## src/rtl/wirelog_trig_pkg.sv

```systemverilog
// -----------------------------------------------------------------------------
// wirelog_trig_pkg
//   Shared types and constants for the gate trigger fan-out stage.
//   - trig_state_e : fan-out sequencer states (IDLE waits for a change,
//                    SEND walks the output wires one trigger at a time)
//   - STATS_W      : width of the optional fire counter
//   - idx_w()      : width of a wire index for a given output count,
//                    never narrower than one bit
// -----------------------------------------------------------------------------
package wirelog_trig_pkg;

  typedef enum logic [0:0] {
    ST_IDLE = 1'b0,
    ST_SEND = 1'b1
  } trig_state_e;

  localparam int STATS_W = 16;

  // A single-output gate still needs a 1-bit index port, so clamp at 1.
  function automatic int idx_w(input int count);
    return (count <= 2) ? 1 : $clog2(count);
  endfunction

endpackage

```

## src/rtl/trig_index_counter.sv

```systemverilog
// -----------------------------------------------------------------------------
// trig_index_counter
//   Holds the index of the output wire currently being triggered.
//   Ports:
//     clk   in   system clock
//     rst   in   asynchronous, active-high reset (index returns to 0)
//     clr   in   force index to 0 (start of a new fan-out)
//     adv   in   trigger accepted this cycle: step to next wire, wrapping
//                to 0 after the last wire
//     idx   out  current wire index
//     last  out  current index is the final wire (COUNT-1)
// -----------------------------------------------------------------------------
module trig_index_counter #(
  parameter int COUNT = 2,
  parameter int W     = 1
) (
  input  logic         clk,
  input  logic         rst,
  input  logic         clr,
  input  logic         adv,
  output logic [W-1:0] idx,
  output logic         last
);

  logic [W-1:0] idx_q;
  logic [W-1:0] idx_d;

  assign last = (idx_q == W'(COUNT - 1));
  assign idx  = idx_q;

  // NOTE: every variable written in an always_comb gets a default on entry;
  // a path that leaves it unassigned would infer a latch.
  always_comb begin
    idx_d = idx_q;
    if (clr) begin
      idx_d = '0;
    end else if (adv) begin
      // Wrapping here leaves the index at 0 when the fan-out completes, so
      // trig_wire idles at 0 without any extra gating.
      idx_d = last ? '0 : idx_q + W'(1);
    end
  end

  // NOTE: sequential state is updated with non-blocking assignments so all
  // flops sample their inputs from the same pre-edge values.
  always_ff @(posedge clk or posedge rst) begin
    if (rst) begin
      idx_q <= '0;
    end else begin
      idx_q <= idx_d;
    end
  end

endmodule

```

## src/rtl/gate_trigger_fanout.sv

```systemverilog
// -----------------------------------------------------------------------------
// gate_trigger_fanout
//   Watches a gate's result bit and, when it changes, emits one trigger per
//   output wire over a valid/ready handshake. A gate fires at most once per
//   logic frame; a change seen after the gate already fired this frame waits
//   until the next frame_start (or is absorbed if the level returns first).
//
//   Parameters:
//     OUTPUT_COUNT  number of output wires driven by this gate (>= 1)
//     INIT_LEVEL    gate level assumed after reset
//     IDX_W         derived wire-index width; leave at its default
//
//   Ports:
//     clk          in   system clock
//     logic_reset  in   asynchronous, active-high reset; drops any fan-out
//     frame_start  in   one-cycle pulse marking a new logic frame
//     gate_in      in   gate result level
//     trig_ready   in   wire network accepts the presented trigger
//     trig_valid   out  trigger presented
//     trig_wire    out  index of the wire being triggered
//     trig_level   out  new gate level carried by the trigger (0 when idle)
//     busy         out  fan-out in progress
//     fired        out  gate has already fired in the current frame
//
//   Optional build macro GATE_TRIG_STATS_EN adds:
//     fire_count   out  16-bit wrapping count of fan-outs started
//     deferred     out  a change is waiting for the next frame
// -----------------------------------------------------------------------------
module gate_trigger_fanout
  import wirelog_trig_pkg::*;
#(
  parameter int OUTPUT_COUNT = 2,
  parameter bit INIT_LEVEL   = 1'b0,
  parameter int IDX_W        = idx_w(OUTPUT_COUNT)
) (
  input  logic             clk,
  input  logic             logic_reset,
  input  logic             frame_start,
  input  logic             gate_in,
  input  logic             trig_ready,
  output logic             trig_valid,
  output logic [IDX_W-1:0] trig_wire,
  output logic             trig_level,
  output logic             busy,
  output logic             fired
`ifdef GATE_TRIG_STATS_EN
  ,
  output logic [STATS_W-1:0] fire_count,
  output logic               deferred
`endif
);

  trig_state_e state_q, state_d;
  logic        last_level_q, last_level_d;
  logic        fired_q, fired_d;
  logic        level_q, level_d;

  logic        change;
  logic        start;
  logic        idx_last;
  logic        handshake;
  logic        sending;

  // Compare against the level last committed to the network, not the
  // previous cycle's input: a pulse that returns before firing is absorbed.
  assign change    = (gate_in != last_level_q);
  assign sending   = (state_q == ST_SEND);
  assign handshake = sending && trig_ready;

  // ---------------------------------------------------------------------------
  // Wire index
  // ---------------------------------------------------------------------------
  trig_index_counter #(
    .COUNT (OUTPUT_COUNT),
    .W     (IDX_W)
  ) u_idx (
    .clk  (clk),
    .rst  (logic_reset),
    .clr  (start),
    .adv  (handshake),
    .idx  (trig_wire),
    .last (idx_last)
  );

  // ---------------------------------------------------------------------------
  // Sequencer
  // ---------------------------------------------------------------------------
  always_comb begin
    state_d      = state_q;
    last_level_d = last_level_q;
    fired_d      = fired_q;
    level_d      = level_q;
    start        = 1'b0;

    // A new frame re-arms the gate in any state; a fire in this same cycle
    // overrides it below, so frame_start + change fires immediately and
    // leaves the gate marked for the new frame.
    if (frame_start) begin
      fired_d = 1'b0;
    end

    unique case (state_q)
      ST_IDLE: begin
        if (change && (!fired_q || frame_start)) begin
          start        = 1'b1;
          level_d      = gate_in;
          last_level_d = gate_in;
          fired_d      = 1'b1;
          state_d      = ST_SEND;
        end
      end
      ST_SEND: begin
        // Changes during SEND are not acted on here; they stay visible as
        // gate_in != last_level and are picked up once back in IDLE.
        if (handshake && idx_last) begin
          state_d = ST_IDLE;
        end
      end
    endcase
  end

  always_ff @(posedge clk or posedge logic_reset) begin
    if (logic_reset) begin
      state_q      <= ST_IDLE;
      last_level_q <= INIT_LEVEL;
      fired_q      <= 1'b0;
      level_q      <= INIT_LEVEL;
    end else begin
      state_q      <= state_d;
      last_level_q <= last_level_d;
      fired_q      <= fired_d;
      level_q      <= level_d;
    end
  end

  // ---------------------------------------------------------------------------
  // Outputs
  // ---------------------------------------------------------------------------
  assign trig_valid = sending;
  assign busy       = sending;
  // Gated so an idle port shows all zeros regardless of INIT_LEVEL.
  assign trig_level = sending & level_q;
  assign fired      = fired_q;

`ifdef GATE_TRIG_STATS_EN
  // ---------------------------------------------------------------------------
  // Statistics
  // ---------------------------------------------------------------------------
  logic [STATS_W-1:0] fire_count_q, fire_count_d;

  always_comb begin
    fire_count_d = fire_count_q;
    if (start) begin
      fire_count_d = fire_count_q + STATS_W'(1);
    end
  end

  always_ff @(posedge clk or posedge logic_reset) begin
    if (logic_reset) begin
      fire_count_q <= '0;
    end else begin
      fire_count_q <= fire_count_d;
    end
  end

  assign fire_count = fire_count_q;
  assign deferred   = (state_q == ST_IDLE) && change && fired_q && !frame_start;
`endif

endmodule
```

## config.mk

```make
export PLATFORM = sky130hd
export DESIGN_NAME = gate_trigger_fanout
export DESIGN_NICKNAME = d
export VERILOG_FILES = /design/src/rtl/wirelog_trig_pkg.sv /design/src/rtl/trig_index_counter.sv /design/src/rtl/gate_trigger_fanout.sv
export SDC_FILE = /design/constraint.sdc
export NUM_CORES = 1
export LEC_CHECK = 0
export ABC_AREA = 1
export CAP_MARGIN = 10
export CORE_AREA = 2 2 39 41
export DETAILED_ROUTE_END_ITERATION = 16
export DIE_AREA = 0 0 41 43
export GPL_ROUTABILITY_DRIVEN = 0
export SLEW_MARGIN = 0
export SYNTH_ARGS = -nofsm -noshare
export SYNTH_HDL_FRONTEND = slang
export SYNTH_SLANG_ARGS = --single-unit
```

## constraint.sdc

```tcl
create_clock -name clk -period 0.9 [get_ports clk]
set_input_delay 0.135 -clock clk [delete_from_list [all_inputs] [get_ports clk]]
set_output_delay 0.135 -clock clk [all_outputs]
set_load 0.01 [all_outputs]
```

; ---- After elaboration in Yosys (flattened, before gate mapping)
; Cells that the tools add are included.
; W data, S select, Z words.
[totals]
regBits = 4
word_cells = 25
output_inout_bits = 5
[classes]
addsub = 1
n_mux = 10
reduce_logical = 7
eq_ne = 1
bitwise_logic = 2
[ops]
columns = op, n
row1 = $mux W1, 9
row2 = $logic_and A1 B1 Y1, 3
row3 = $pmux W1 S2, 1
row4 = $reduce_and A2 Y1, 1
row5 = $reduce_bool A2 Y1, 1
row6 = $add A1 B1 Y1 const B, 1
row7 = $and A1 B1 Y1, 1
row8 = $logic_not A1 Y1, 1
row9 = $logic_or A1 B1 Y1, 1
row10 = $ne A1 B1 Y1, 1
row11 = $not A1 Y1, 1

; ---- Logic depth before layout (Yosys ltp)
; Gate-level depths: netlist of run 1.
[logic_depth]
depth_word = 6
ltp_mapped = 5

; ---- By module
; A second synthesis of run 1 with hierarchy kept.
[unflattened]
hier_cells = 31
area_unflattened_um2 = 224.0
[by_module_without_submodules]
columns = mod, cells_per_inst, seq_area_each_um2, instances, area_each_um2
row1 = gate_trigger_fanout, 23, 75.1, 1, 168.9
row2 = trig_index_counter, 8, 25.0, 1, 55.1

; ---- Worst setup path before layout of run 1
; Ideal clock, no wire load.
[synth_timing]
path_kind = register to register
from = register state_q, in the netlist busy
to = register u_idx.idx_q, in the netlist u_idx.idx
setup_ps = 118
period_less_slack_ps = 975
arrival_time_ps = 857
setup_slack_ps = -75
path_buffers = 0
stages_incl_launch_ff = 5
cell_sequence = dfrtp_1 > a21oi_1 > nand3_2 > nand3_1 > nand2_1
[synth_between]
elab_chain_len = 2
word_cells_on_any_way = 4
classes_between = mux: 2 / reduce/logical: 2
[synth_lines]
columns = item, line
row1 = from (decl), gate_trigger_fanout.sv:53  ; trig_state_e state_q, state_d;
row2 = from (signal assigned), gate_trigger_fanout.sv:129  ; state_q <= state_d;
row3 = $mux W1 / $logic_and A1 B1 Y1 (equally long branches), "gate_trigger_fanout.sv:102, gate_trigger_fanout.sv:68"
row4 = $mux W1 / $reduce_bool A2 Y1 (equally long branches), -
row5 = to (signal assigned), trig_index_counter.sv:50  ; idx_q <= idx_d;
row6 = to (decl), trig_index_counter.sv:25  ; logic [W-1:0] idx_q;
; Several ways; a longest one is shown, not always the timed one.
; A chain may end at the register's enable or synchronous reset.

==> results.toml, run 1 <==
[status]
status = "finished, violations left"
violations = "negative setup slack"

[sta]
maxSlewHeadroom_pct = 88.7
fin_crit_sh_pct = 116
max_freq_mhz = 959
drv_slew = 0
grt_setup_unrepaired = "yes"
hold_violations = 0
setup_viol = 7
hold_slack_ns = 0.0745
finalWorstPathRequiredPeriod_ns = 1.04
skew_ns = 0.00704
setup_ws_ns = -0.143
worst_pin_slew_ns = 0.169

[cells_and_area]
multi_input_area_sq_um = 92.6
instances_no_fill = 58
diodes = 0
seqCellArea_sq_um = 101
fill_cells = 156
drive_above_1_share_pct = 40.5
syn2layout_area_growth_pct = 89.9
final_nets = 48

[worst_setup_path]
critPathKind = "reg2reg"
arrival_ns = 1.20
cp.required_ns = 1.05
cp-end-kind = "flip-flop"
startpoint_type = "flip-flop"
crit_fanout = 4

[floorplanning]
initial_core_util_pct = 14.3
core_area_sq_um = 1380
die-area_sq_um = 1760
die_width_microns = 41
io_pins = 10
num_rows = 14
die_y_microns = 43

[yosys]
synth_common_cells = "nand2_1, inv_1, dfrtp_1"
synth_nets = 30
ys_seq_area_share_pct = 50.6
netlist_area_sq_um = 198
synth_edf_count = 0
syn-instance-count = 25
avgSynthCellArea_sq_um = 7.91
synth-main-ff-cell = "dfrtp_1"
ys_types = 10
synthArstFlopShare_pct = 100
synth_area_leaders = "dfrtp_1, nand2_1, inv_1, nand3_1, nand3_2"
synth_top_area_share_pct = 50.6
ys_warn_count = 0
yosys.area.top_type = "dfrtp_1"
synth.most_common_cell = "nand2_1"
ys_seq_elements = 4

[detailed_routing]
drt-met1-wl_microns = 182
wl_met3_microns = 52
drt_iter0_markers = 8
top_layer = "met3"
drt_wl_total_microns = 434
vias = 205
viasPerCell = 3.53
wl_met2_microns = 198
drtPass1Iterations = 4
wl_per_cell_microns = 7.48
drc = 0
ant_nets = 0

[clocking]
cts_buffers = 3
clk_latency_ns = 0.24
clk_pin_slew_ns = 0.04
htreeDepth = 1
cts_tree = "built"
numClockSinks = 4
clockRootBuffer = "clkbuf_4"
cts_buffer_depth = 2
postCtsHoldBufs = 0

[power_and_ir_drop]
power_density_nw_per_um2 = 3310
p_total_uw = 1240
p_leak_uw = 0.000194
vdd_drop_max_uv = 711

[grt]
grtUsageTotal_pct = 5.74
grt_pass1_wl_microns = 621
grt.overflow.total = 0
grt_start_max_net_pins = 6
grt_pass1_vias = 193
antenna_found_initial = 0

[placed_design]
dp_hpwl_microns = 336
port_buffers = 9
placed_cells_incl_taps = 54

[worst_hold_path]
hold_path.class = "in2async"

[run]
maxCapViolations = 0
## sequential cells by signal (all words and copies together) (netlist names)
name and cells:
busy 1, u_idx.idx 1, level_q 1, fired 1
## worst max-delay path, cell delays in order, from the launching register on
cell	delay, ns
dfrtp_1	0.38
buf_6	0.13
or2_4	0.24
nand3_4	0.09
nand2_1	0.05
o21ai_1	0.07
## repair_timing
action,4_1_cts,5_1_grt
endpoints found under the hold margin,0,0
endpoints found under the setup margin,9,8
resized for setup,23,3
pin swaps,3,3
buffers inserted,0,0
## cell families after synthesis
| group | Yosys count | synth area share [%] |
|---|---|---|
| AO/OA/AOI/OAI | 3 | 7.59 |
| buffers and inverters | 6 | 13.3 |
| flip-flops | 4 | 50.6 |
| AND/OR/NAND/NOR | 12 | 28.5 |
## placed cells by master (no fill, tap or decap), drive strengths merged
master	synthesis	final
or2	1	1
inv	5	5
buf	1	10
a21oi	1	1
o21ai	2	2
nand3	3	3
dfrtp	4	4
clkdlybuf4s50	0	4
clkbuf	0	4
nand2	8	8
## path summary, 6_finish.rpt
| kind | startpoint | to | slack [ns] | depth (start not counted) |
|---|---|---|---|---|
| min reg2reg | u_idx.idx | u_idx.idx | 0.59 | 3 |
| max in group asynchronous | logic_reset | busy | 0.66 | 2 |
| max reg2reg | level_q | level_q | -0.14 | 5 |
| min in group clk | trig_ready | u_idx.idx | 0.51 | 3 |
| min | logic_reset | u_idx.idx | 0.07 | 2 |
| max | level_q | level_q | -0.14 | 5 |
## area by class of cell
type                       count  share of cell area (%)
sequential                     4                    27.0
multi-input combinational     15                    24.7
inverter                       5                    5.00
tap                           16                    5.33
timing repair buffer          14                    31.0
clock buffer                   4                    7.00
## per-layer routing
layer,GRT usage [%],vias to the layer above
met5,0,-
met4,6.00,0
met3,3.14,0
met2,7.50,8
met1,5.84,88
li1,-,109
## report_power, final
group | leakage (uW) | switching [uW] | internal [uW]
Combinational | 0.000132 | 307 | 359
Sequential | 0.0000474 | 61.7 | 272
Clock | 0.0000150 | 77.6 | 167
## per-stage QoR
| step | setup slack, ns | TNS, ns | instance area [sq um] | utilization, % |
|---|---|---|---|---|
| after detailed placement | -0.276 | -1.70 | 343 | 24.8 |
| after global routing | -0.205 | -0.956 | 375 | 27.1 |
| after floorplan | -0.00463 | -0.00657 | 203 | - |
| after global placement | -0.253 | -1.67 | 343 | 24.8 |
| after CTS | -0.156 | -0.722 | 359 | 25.9 |
| final | -0.143 | -0.666 | 375 | 27.1 |
Power figures use the tool's default switching activity.
==> run 2: changes to the inputs <==
Settings changed: HOLD_SLACK_MARGIN set to 0.12.
Clock period 0.9 ns to 1.1 ns, I/O delays scaled along.
==> results.toml, run 2 (synthesis results as in run 1) <==
[floorplanning]
die_width_microns = 41
die-area_sq_um = 1760
die_y_microns = 43
core_area_sq_um = 1380
initial_core_util_pct = 14.3
num_rows = 14
io_pins = 10

[sta]
drv_slew = 0
setup_viol = 0
max_freq_mhz = 931
grt_setup_unrepaired = "yes"
worst_pin_slew_ns = 0.190
skew_ns = 0.000185
fin_crit_sh_pct = 97.7
maxSlewHeadroom_pct = 87.3
hold_slack_ns = 0.124
finalWorstPathRequiredPeriod_ns = 1.07
hold_violations = 0

[clocking]
clk_latency_ns = 0.23
clockRootBuffer = "clkbuf_4"
cts_buffer_depth = 2
cts_tree = "built"
postCtsHoldBufs = 0
clk_pin_slew_ns = 0.04
numClockSinks = 4
htreeDepth = 1
cts_buffers = 3

[run]
maxCapViolations = 0

[power_and_ir_drop]
power_density_nw_per_um2 = 2600
p_leak_uw = 0.000191
vdd_drop_max_uv = 544
p_total_uw = 963

[grt]
grtUsageTotal_pct = 7.14
grt_start_max_net_pins = 5
grt_pass1_wl_microns = 772
grt.overflow.total = 0
grt_pass1_vias = 202
antenna_found_initial = 0

[worst_setup_path]
cp.required_ns = 0.94
cpLargestDelayFamily = "flip-flops"
critPathKind = "reg2out"
r2r_cells = 5
crit_chain = "dlygate4sd2_1"
r2r_start = "level_q"
crit_fanout = 4
arrival_ns = 0.91
cp-end-kind = "output pin"
startpoint_type = "flip-flop"
slowest_delay_ns = 0.39
critical_path.startpoint = "busy"
path_buf_inv = 1
cp.depth = 1
crit_slowest_cell = "dfrtp_1"

[placed_design]
dp_hpwl_microns = 346
place_area_sq_um = 323
port_buffers = 9
placed_cells_incl_taps = 52

[cells_and_area]
syn2layout_area_growth_pct = 87.3
final_nets = 47
final_util_pct = 26.8
drive_above_1_share_pct = 30.0
diodes = 0
final_cell_mix = "nand2_1, inv_1, dfrtp_1, clkdlybuf4s50_1, buf_4"
fill_cells = 157
final_common_cell = "nand2_1"
fin_area_sq_um = 370
instances_no_fill = 56

[status]
status = "complete, no violations"

[detailed_routing]
drtPass1Iterations = 2
drc = 0
wl_per_cell_microns = 8.27
drt_iter0_markers = 4
vias = 209
viasPerCell = 3.73
ant_nets = 0
drt_wl_total_microns = 463

[worst_hold_path]
hold_path.class = "in2async"
==> run 2: cell types whose count changed in the layout (fill, tap and decap cells not counted) <==
cell             change
clkdlybuf4s15_1      +1
dfrtp_2              -1
dfrtp_1              +1
nand3_1              -1
clkbuf_1             -1
buf_6                -3
buf_4                +1
nand3_2              +1
dlygate4sd2_1        +3
buf_2                -3
==> run 2: layout make-up <==
cell class              instances  area (sq um)  share of cell area [%]
clock buffers                   3          22.5                    6.08
inverters                       5          18.8                    5.07
well taps                      16          20.0                    5.41
repair buffers                 13           111                    30.1
multi-input cells              15          97.6                    26.4
flip-flops and latches          4           100                    27.0
==> run 2: metal layers <==
layer	routed length, microns	global-route usage (%)
met3	42	3.14
met4	0	8.00
met1	186	8.39
met5	0	0
met2	234	8.44
==> run 2: path summary, 6_finish.rpt <==
kind	slack [ns]	end
setup / recovery	0.03	busy
hold reg to reg	0.54	u_idx.idx
hold / removal	0.12	u_idx.idx
min in group clk	0.54	u_idx.idx
setup reg to reg	0.06	level_q
max in group asynchronous	0.82	level_q
==> run 2: timing repair <==
action,4_1_cts,5_1_grt
setup buffers,2,0
pin swaps,2,0
gates resized for setup,11,3
endpoints found under the setup margin,7,5
==> run 2: power by group <==
part           switching, uW  internal, uW
Clock                   62.3           122
Sequential              46.1           219
Combinational            246           266
Total                    355           608
==> run 2: through the flow <==
| step | setup TNS, ns | setup WS [ns] |
|---|---|---|
| floorplan | 0 | 0.125 |
| global placement | -0.278 | -0.106 |
| detailed placement | -0.354 | -0.130 |
| CTS | 0 | 0.00851 |
| global route | -0.0448 | -0.0153 |
| finish | 0 | 0.0258 |
